File: src/rtl/wts_pkg.sv
// Shared definitions for the wave table sound engine: wave-length codes,
// per-channel playback state and the wave-length mask helper.
package wts_pkg;

   localparam logic [1:0] WLEN_32  = 2'd0;
   localparam logic [1:0] WLEN_64  = 2'd1;
   localparam logic [1:0] WLEN_128 = 2'd2;
   localparam logic [1:0] WLEN_MAX = 2'd3;

   localparam int WTS_MIN_WAVE_LEN = 32;

   typedef enum logic {
      ST_RUN  = 1'b0,
      ST_DONE = 1'b1
   } ch_state_t;

   // Address mask for a wave-length code, never wider than the address bus.
   function automatic logic [31:0] wave_mask(input logic [1:0] len_code, input int addr_bits);
      logic [31:0] m;
      case (len_code)
         WLEN_32:  m = 32'(WTS_MIN_WAVE_LEN) - 32'd1;
         WLEN_64:  m = (32'(WTS_MIN_WAVE_LEN) << 1) - 32'd1;
         WLEN_128: m = (32'(WTS_MIN_WAVE_LEN) << 2) - 32'd1;
         WLEN_MAX: m = 32'hFFFF_FFFF;
         default:  m = 32'hFFFF_FFFF;
      endcase
      return m & ((32'd1 << addr_bits) - 32'd1);
   endfunction

endpackage

File: src/rtl/wts_phase_step.sv
// Combinational phase advance for one channel: next counter/address,
// one-shot stop detection and mid-period strobe.
module wts_phase_step
   import wts_pkg::*;
#(
   parameter int FREQ_BITS = 12,
   parameter int ADDR_BITS = 7
) (
   input  logic [FREQ_BITS-1:0] cnt,
   input  logic [ADDR_BITS-1:0] addr,
   input  ch_state_t            state,
   input  logic [FREQ_BITS-1:0] frequency_count,
   input  logic [1:0]           wave_length,
   input  logic                 one_shot,
   output logic [FREQ_BITS-1:0] next_cnt,
   output logic [ADDR_BITS-1:0] next_addr,
   output logic                 stop,
   output logic                 half
);

   logic [ADDR_BITS-1:0] mask;
   logic                 terminal;
   logic                 wrap;

   assign mask     = ADDR_BITS'(wave_mask(wave_length, ADDR_BITS));
   // A count left above a freshly lowered period is treated as terminal.
   assign terminal = cnt >= frequency_count;
   assign wrap     = (addr & mask) == mask;
   assign half     = (state == ST_RUN) && (cnt == (frequency_count >> 1));

   always_comb begin
      next_cnt  = cnt;
      next_addr = addr;
      stop      = 1'b0;
      if (state == ST_RUN) begin
         if (terminal) begin
            next_cnt = '0;
            if (wrap && one_shot) begin
               next_addr = mask;
               stop      = 1'b1;
            end else begin
               next_addr = (addr + ADDR_BITS'(1)) & mask;
            end
         end else begin
            next_cnt = cnt + FREQ_BITS'(1);
         end
      end
   end

endmodule

File: src/rtl/wts_tone_generator_nch.sv
// N-channel time-multiplexed wave-table phase generator; one shared step
// datapath updates the channel selected by the current slot.
module wts_tone_generator_nch
   import wts_pkg::*;
#(
   parameter int CH_NUM    = 5,
   parameter int CH_BITS   = 3,
   parameter int FREQ_BITS = 12,
   parameter int ADDR_BITS = 7
) (
   input  logic                 nreset,
   input  logic                 clk,
   input  logic [CH_BITS-1:0]   active,
   input  logic                 address_reset,
   input  logic [1:0]           reg_wave_length,
   input  logic [FREQ_BITS-1:0] reg_frequency_count,
   input  logic                 reg_wave_reset,
   input  logic                 reg_one_shot,
   input  logic [CH_NUM-1:0]    clear_counter,
   output logic                 out_valid,
   output logic [CH_BITS-1:0]   out_channel,
   output logic [ADDR_BITS-1:0] wave_address,
   output logic                 half_timing,
   output logic [CH_NUM-1:0]    ch_done,
   output logic                 end_pulse
);

   logic [FREQ_BITS-1:0] cnt_q   [CH_NUM];
   logic [ADDR_BITS-1:0] addr_q  [CH_NUM];
   ch_state_t            state_q [CH_NUM];

   logic                 slot_ok;
   logic [CH_BITS-1:0]   slot;
   logic [FREQ_BITS-1:0] step_cnt;
   logic [ADDR_BITS-1:0] step_addr;
   logic                 step_stop;
   logic                 step_half;

   logic [FREQ_BITS-1:0] upd_cnt;
   logic [ADDR_BITS-1:0] upd_addr;
   ch_state_t            upd_state;
   logic                 upd_end;

   assign slot_ok = 32'(active) < CH_NUM;
   assign slot    = slot_ok ? active : '0;

   wts_phase_step #(
      .FREQ_BITS(FREQ_BITS),
      .ADDR_BITS(ADDR_BITS)
   ) u_step (
      .cnt             (cnt_q[slot]),
      .addr            (addr_q[slot]),
      .state           (state_q[slot]),
      .frequency_count (reg_frequency_count),
      .wave_length     (reg_wave_length),
      .one_shot        (reg_one_shot),
      .next_cnt        (step_cnt),
      .next_addr       (step_addr),
      .stop            (step_stop),
      .half            (step_half)
   );

   // Restart strobes override the regular advance of the active channel.
   always_comb begin
      upd_cnt   = step_cnt;
      upd_addr  = step_addr;
      upd_state = step_stop ? ST_DONE : state_q[slot];
      upd_end   = step_stop;
      if (clear_counter[slot]) begin
         upd_cnt   = '0;
         upd_addr  = reg_wave_reset ? '0 : addr_q[slot];
         upd_state = ST_RUN;
         upd_end   = 1'b0;
      end else if (address_reset) begin
         upd_cnt   = '0;
         upd_addr  = '0;
         upd_state = ST_RUN;
         upd_end   = 1'b0;
      end
   end

   always_ff @(posedge clk or negedge nreset) begin
      if (!nreset) begin
         for (int k = 0; k < CH_NUM; k++) begin
            cnt_q[k]   <= '0;
            addr_q[k]  <= '0;
            state_q[k] <= ST_RUN;
         end
         out_valid    <= 1'b0;
         out_channel  <= '0;
         wave_address <= '0;
         half_timing  <= 1'b0;
         end_pulse    <= 1'b0;
      end else begin
         for (int k = 0; k < CH_NUM; k++) begin
            if (slot_ok && (slot == CH_BITS'(k))) begin
               cnt_q[k]   <= upd_cnt;
               addr_q[k]  <= upd_addr;
               state_q[k] <= upd_state;
            end else if (clear_counter[k]) begin
               cnt_q[k]   <= '0;
               state_q[k] <= ST_RUN;
               if (reg_wave_reset) begin
                  addr_q[k] <= '0;
               end
            end
         end
         if (slot_ok) begin
            out_valid    <= 1'b1;
            out_channel  <= active;
            wave_address <= upd_addr;
            half_timing  <= step_half;
            end_pulse    <= upd_end;
         end else begin
            out_valid   <= 1'b0;
            half_timing <= 1'b0;
            end_pulse   <= 1'b0;
         end
      end
   end

   always_comb begin
      ch_done = '0;
      for (int k = 0; k < CH_NUM; k++) begin
         ch_done[k] = (state_q[k] == ST_DONE);
      end
   end

endmodule
File: config.mk
export PLATFORM = sky130hd
export DESIGN_NAME = wts_tone_generator_nch
export DESIGN_NICKNAME = d
export VERILOG_FILES = /design/src/rtl/wts_pkg.sv /design/src/rtl/wts_phase_step.sv /design/src/rtl/wts_tone_generator_nch.sv
export SDC_FILE = /design/constraint.sdc
export NUM_CORES = 1
export LEC_CHECK = 0
export CAP_MARGIN = 20
export CORE_ASPECT_RATIO = 2
export CORE_MARGIN = 2
export CORE_UTILIZATION = 50
export CTS_CLUSTER_SIZE = 28
export DETAILED_ROUTE_END_ITERATION = 8
export GPL_TIMING_DRIVEN = 0
export PLACE_DENSITY = 0.67
export SYNTH_ARGS = -nofsm -noshare
export SYNTH_HDL_FRONTEND = slang
export SYNTH_SLANG_ARGS = --single-unit
export TNS_END_PERCENT = 50
File: constraint.sdc
create_clock -name clk -period 5.45 [get_ports clk]
set_input_delay 1.09 -clock clk [delete_from_list [all_inputs] [get_ports clk]]
set_output_delay 1.09 -clock clk [all_outputs]
set_load 0.02 [all_outputs]
Word-level counts from Yosys, hierarchy flattened --
Index checks and enable logic that the tools add are counted.
Storage, ports and cells: bits in registers 113, latch bits 0, RAM bits 0, bits in read-only memories 0, bits of input ports 27, word-level logic and storage cells 128, memories kept 0
Cells by class: add/subtract/negate cells 2, $mul 0, div/mod/pow operators 0, order comparisons 4, equal/unequal tests 9, shift-type cells 0, muxes and demuxes 65, bitwise gates (word level) 4, reductions and logical operators 24
Operators by type and width (count):
- 12-bit two-way mux | 16
- 7-bit two-way mux | 19
- 12-bit binary-select mux with 3-bit select | 1
- 7-bit one-hot mux with 4 select lines | 1
- 1-bit two-way mux | 24
- 7-bit binary-select mux with 3-bit select | 1
- 2-bit nonzero test | 10
- 7-bit bitwise AND | 2
- 12-bit by 1-bit adder with 12-bit output, second input constant | 1
- 12-bit by 11-bit equality test with 1-bit output | 1
- 12-bit greater-or-equal comparator | 1
- 2-bit AND reduction | 5
- 7-bit by 1-bit adder with 7-bit output, second input constant | 1
- 7-bit equality test | 1
- 1-bit logical AND | 7
- 1-bit binary-select mux with 3-bit select | 2
- 3-bit by 2-bit equality test with 1-bit output, second input constant | 2
- 2-bit equality test, second input constant | 2
- 4-bit greater-or-equal comparator, second input constant | 1
- 3-bit by 4-bit < comparator with 1-bit output, second input constant | 1
- 3-bit inverter with 4-bit output | 1
- 3-bit by 1-bit equality test with 1-bit output, second input constant | 1
- 3-bit equality test, second input constant | 1
- 3-bit zero test | 1
- 5 further kinds | 5

Logic depth before layout (Yosys ltp) --
depth in word-level cells 16, gate-level depth with buffers 16

Cells and area by module --
From an unflattened synthesis, not the netlist that was laid out.
Unflattened totals: cell total of the unflattened synthesis 688, area, all modules 6432.4 um2
Modules (own cells, without submodules):
- wts_tone_generator_nch | times used 1, cells an instance 549, area an instance 5435.2 um2
- wts_phase_step | times used 1, cells an instance 139, area an instance 997.2 um2

Worst setup path before layout --
Ideal clock, no wire load.
path type input -> register, start input active[0], end register addr_q[27] (netlist bit), data arrival time 4.146 ns, required time 5.311 ns, slack 1.165 ns, cell stages on the path 14, path buffers 4, cell sequence buf_6 > buf_6 > buf_6 > buf_4 > mux4_2 > nor2_1 > a21oi_1 > ha_1 > a211o_1 > a211oi_1 > a311o_1 > nor2_2 > a31oi_1 > o31ai_1
On the way: longest elaborated chain between the ends 15
Ends and longest elaborated chain:
- from (decl) | RTL line wts_tone_generator_nch.sv:13 | input logic [CH_BITS-1:0] active,
- parallel branches: the longest is 15 deep, another holds 7-bit by 1-bit adder with 7-bit output
- to (signal, indexed assignment) | RTL line wts_tone_generator_nch.sv:98 | addr_q[k] <= upd_addr;
- to (decl) | RTL line wts_tone_generator_nch.sv:29 | logic [ADDR_BITS-1:0] addr_q [CH_NUM];
Several ways; the timed one is not identified. The select of a mux whose other input is x is not followed. A chain may end at the register's enable or synchronous reset.

Worst setup path after layout --
start input active[2], end register addr_q[34] (netlist bit)
Same word-level chain as after synthesis.

==> key figures <==
Outcome
  – Outcome: finished, final reports clean

Critical path
  – Critical path startpoint category: primary input
  – CP endpoint kind: register
  – Critical R2R Launch: cnt_q[17]
  – Worst Path Arrival: about 5.5 ns
  – Reg2reg setup slack: ~1.8 ns
  – Worst reg-to-reg path cell count: 13
  – Worst reg2reg endpoint: cnt_q[23]
  – Critical Path Slowest Stage Cell: clkdlybuf4s50_1
  – Critical path, cell by cell: clkdlybuf4s50_1 > buf_4 > buf_2 > buf_4 > buf_2 > nor2_1 > a21oi_1 > ha_1 > nand4_1 > a211o_1 > a311o_2 > nor2_2 > a31oi_2 > o31ai_1
  – CP bufs+invs: 5
  – Crit-path max cell delay: 0.58 ns
  – Critical path required time: roughly 5.8 ns
  – CP max FO: 10
  – WP depth: 14
  – Crit path max-delay family: compound AO/OA/AOI/OAI gates
  – WS Path Type: in2reg

Finish
  – Layout fillers: between 1000 and 1500
  – Commonest cells after routing, fill and taps aside: 113 x dfrtp_1, 68 x o21ai_0, 53 x nand2_1
  – Finished Layout Cells: 908
  – Multi-input logic area: 3470 um^2
  – Layout net count: 784
  – Layout area overhead: 20.2%
  – Most common cell after layout, fill and taps aside: dfrtp_1
  – Diode count: 0
  – Storage cell area: about 2800 um^2
  – Share of layout cells above drive strength 1: 0.114

Logic synthesis
  – Cell variety after synth: 64
  – Ys async rst share: 1.00
  – Syn Area/Cell: just under 10 um^2
  – Seq cells post-synth: around 110
  – Post-synth design cell area: 6560 um^2
  – Synth warn: 0
  – Synth Instances: 680
  – Top_reg_cell synth: dfrtp_1
  – Syn nets: about 720
  – Sequential share of the synthesized area: 0.431
  – Post-synth EDFFs: 0

Pwr
  – P_sw: roughly 0.73 mW
  – Combinational share of power: 0.158
  – Pwr Density: 309 nW/um^2
  – Maximum vdd drop: about 250 uV
  – Clk pwr share: 0.477
  – Sw frac: 0.300
  – Static leakage power: ~3.3 nW
  – Total power: ~2.4 mW
  – Seq pwr share: 0.365
  – Internal power: about 1.7 mW

STA
  – Minimum clock period: 5.22 ns
  – Hold_ws: 0.480 ns
  – Least-Margin Pin Slew: between 0.9 and 1 ns
  – F_max: roughly 190 MHz
  – RSZ-0062 raised after global routing: no
  – Final setup fails: 0
  – Fin crit share: 0.957
  – Max-slew violation count: 0
  – Final Worst Setup Slack: about 0.23 ns
  – Endpoints failing hold: 0
  – Slew HR: 0.390
  – Clock Skews: between 0.01 and 0.015 ns
  – Setup TNS: 0 ns

Clock tree
  – H-tree depth: 4
  – Clock transition at path regs: 0.06 ns
  – CTS Buffer Depth: 2
  – CTS Root Cell: clkbuf_16
  – Clk sinks: between 100 and 150
  – TritonCTS Buffers: 17
  – Clk_lat worst skew: 0.43 ns
  – CTS tree: done

Die
  – Num ports: 45
  – Chip width: around 85 um
  – Row count: a little under 60
  – Vert. Die Dim: between 150 and 200 um
  – Core area: around 13000 um^2
  – Initial core utilization: 0.508
  – Total Die Area: roughly 14000 um^2

Detailed routing
  – Via density: roughly 6.8
  – Final WL: approximately 23000 um
  – # DRC: 0
  – Routed vias: between 6000 and 7000
  – Post-DRT Antenna Nets: 0
  – Initial drt markers: roughly 520
  – DRT Pass-1 Iters: 5
  – Avg WL per Cell: 25.9 um

Worst hold path
  – Hold crit path type: reg2reg
  – Hold path cells: 2
  – Hold EP: cnt_q[20]
  – Worst Hold Launch: cnt_q[20]

Placement
  – Pre-CTS setup slack: -0.662 ns
  – GPL Wtd Cong: ~0.94
  – Buffers on Ports: 42
  – Placed insts: 875
  – Dpl hpwl: around 17000 um

Global route
  – Largest net degree at the start of global routing: 75
  – Gr usage total: 0.342
  – Number of global-route vias before repair: roughly 6600
  – First-pass GRT wire length: approximately 36000 um
  – Grt ovf: 0
  – Initial antenna violation count: 0

Flow run
  – Max_cap viols: 0
-- layer usage --
metal / vias up / routed length [um] / global-route usage
met2: 343 / 12200 / 0.585
li1: 2665 / - / -
met5: - / 0 / 0
met4: 0 / 1940 / 0.262
met3: 122 / 1390 / 0.0517
met1: 3014 / 7990 / 0.367
-- sequential cells by signal, indices dropped and copies added, names as in the netlist --
signal / count
out_channel: 3
wave_address: 7
cnt_q: 60
out_valid: 1
half_timing: 1
addr_q: 35
ch_done: 5
end_pulse: 1
-- logic make-up (layout without fill, tap and decap cells) --
logic type	count (synthesis)	in the layout	synth area share
simple gates	218	218	0.178
compound gates	215	215	0.226
flops	113	113	0.431
buf+inv	66	142	0.0485
mux	33	33	0.0620
xor+xnor	21	21	0.0280
fa+ha+maj	14	14	0.0267
-- metrics by stage --
step	area, um^2	util
6_report	7880	0.610
3_5_place_dp	7190	0.557
5_1_grt	7880	0.610
2_1_floorplan	6560	-
3_3_place_gp	7170	0.555
4_1_cts	7830	0.606
-- worst reg2reg max path, cell delays in order (launching register included) --
cell and delay [ns]:
dfrtp_1 0.38, mux2i_1 0.25, a22oi_1 0.11, a22oi_1 0.37, inv_1 0.15, ha_1 0.32
a21oi_1 0.13, nor2b_1 0.06, o21ai_0 0.49, a311oi_4 0.26, buf_12 0.21, nor2_2 0.34
nand2_1 0.30, o21ai_0 0.24
-- layout make-up --
| cell class | instances | area share |
|---|---|---|
| tap | 152 | 0.0241 |
| clock buffer | 18 | 0.0557 |
| multi-input combinational | 501 | 0.441 |
| inverter | 28 | 0.0133 |
| sequential | 113 | 0.359 |
| buffer | 38 | 0.0271 |
| clock inverter | 14 | 0.0213 |
| timing repair buffer | 44 | 0.0591 |
-- power by group through the flow --
stage	logic [mW]	registers [mW]	clock network (mW)
3_5_place_dp	0.366	0.904	0
6_report	0.384	0.890	1.16
2_1_floorplan	0.206	0.909	0
5_1_grt	0.411	0.892	1.20
4_1_cts	0.371	0.889	1.16
3_3_place_gp	0.358	0.903	0
-- cells in the mapped netlist (3+ instances only) --
| master | number | area share |
|---|---|---|
| nor3_1 | 10 | 0.0076 |
| and2_1 | 4 | 0.0038 |
| nand4_1 | 8 | 0.0076 |
| clkbuf_1 | 12 | 0.0069 |
| a211oi_1 | 9 | 0.010 |
| nor3b_1 | 9 | 0.010 |
| mux2i_1 | 26 | 0.040 |
| nor4_1 | 3 | 0.0029 |
| nand3_1 | 33 | 0.025 |
| mux4_2 | 6 | 0.021 |
| nand2_1 | 53 | 0.030 |
| o21bai_1 | 8 | 0.0092 |
| buf_1 | 4 | 0.0023 |
| nand2b_1 | 4 | 0.0038 |
| inv_1 | 28 | 0.016 |
| buf_6 | 4 | 0.0069 |
| a22oi_1 | 16 | 0.018 |
| buf_4 | 7 | 0.0080 |
| xor2_1 | 6 | 0.0080 |
| o21a_1 | 5 | 0.0057 |
| a211o_1 | 3 | 0.0040 |
| dfrtp_1 | 113 | 0.43 |
| xnor2_1 | 15 | 0.020 |
| a32oi_1 | 4 | 0.0053 |
| a32o_1 | 5 | 0.0076 |
| a221o_1 | 3 | 0.0046 |
| o31ai_1 | 14 | 0.016 |
| a31oi_1 | 10 | 0.0095 |
| o21ai_0 | 70 | 0.053 |
| nor2_1 | 40 | 0.023 |
| ha_1 | 14 | 0.027 |
| a22o_1 | 23 | 0.031 |
| nand3b_1 | 25 | 0.029 |
| buf_2 | 11 | 0.0084 |
| nor2b_1 | 12 | 0.011 |
| and3_1 | 5 | 0.0048 |
| a21oi_1 | 26 | 0.020 |
-- worst max path at each step --
stage	from	endpoint	slack, ns
after floorplan	active[0]	addr_q[27]	1.16
after global placement	nreset	wave_address[2]	-0.94
after detailed placement	active[2]	addr_q[34]	-0.66
after CTS	active[2]	addr_q[0]	0.16
after global routing	active[2]	cnt_q[45]	0.02
final	active[2]	addr_q[34]	0.23
-- what timing repair did --
action / CTS / global route
endpoints found under the hold margin: 0 / 0
setup endpoints to repair: 67 / 36
hold buffers: 0 / 0
gates cloned: 0 / 0
pin swaps: 0 / 1
resized for setup: 7 / 7
buffers inserted: 0 / 1
Note: power is estimated with default switching activity, not from simulation.
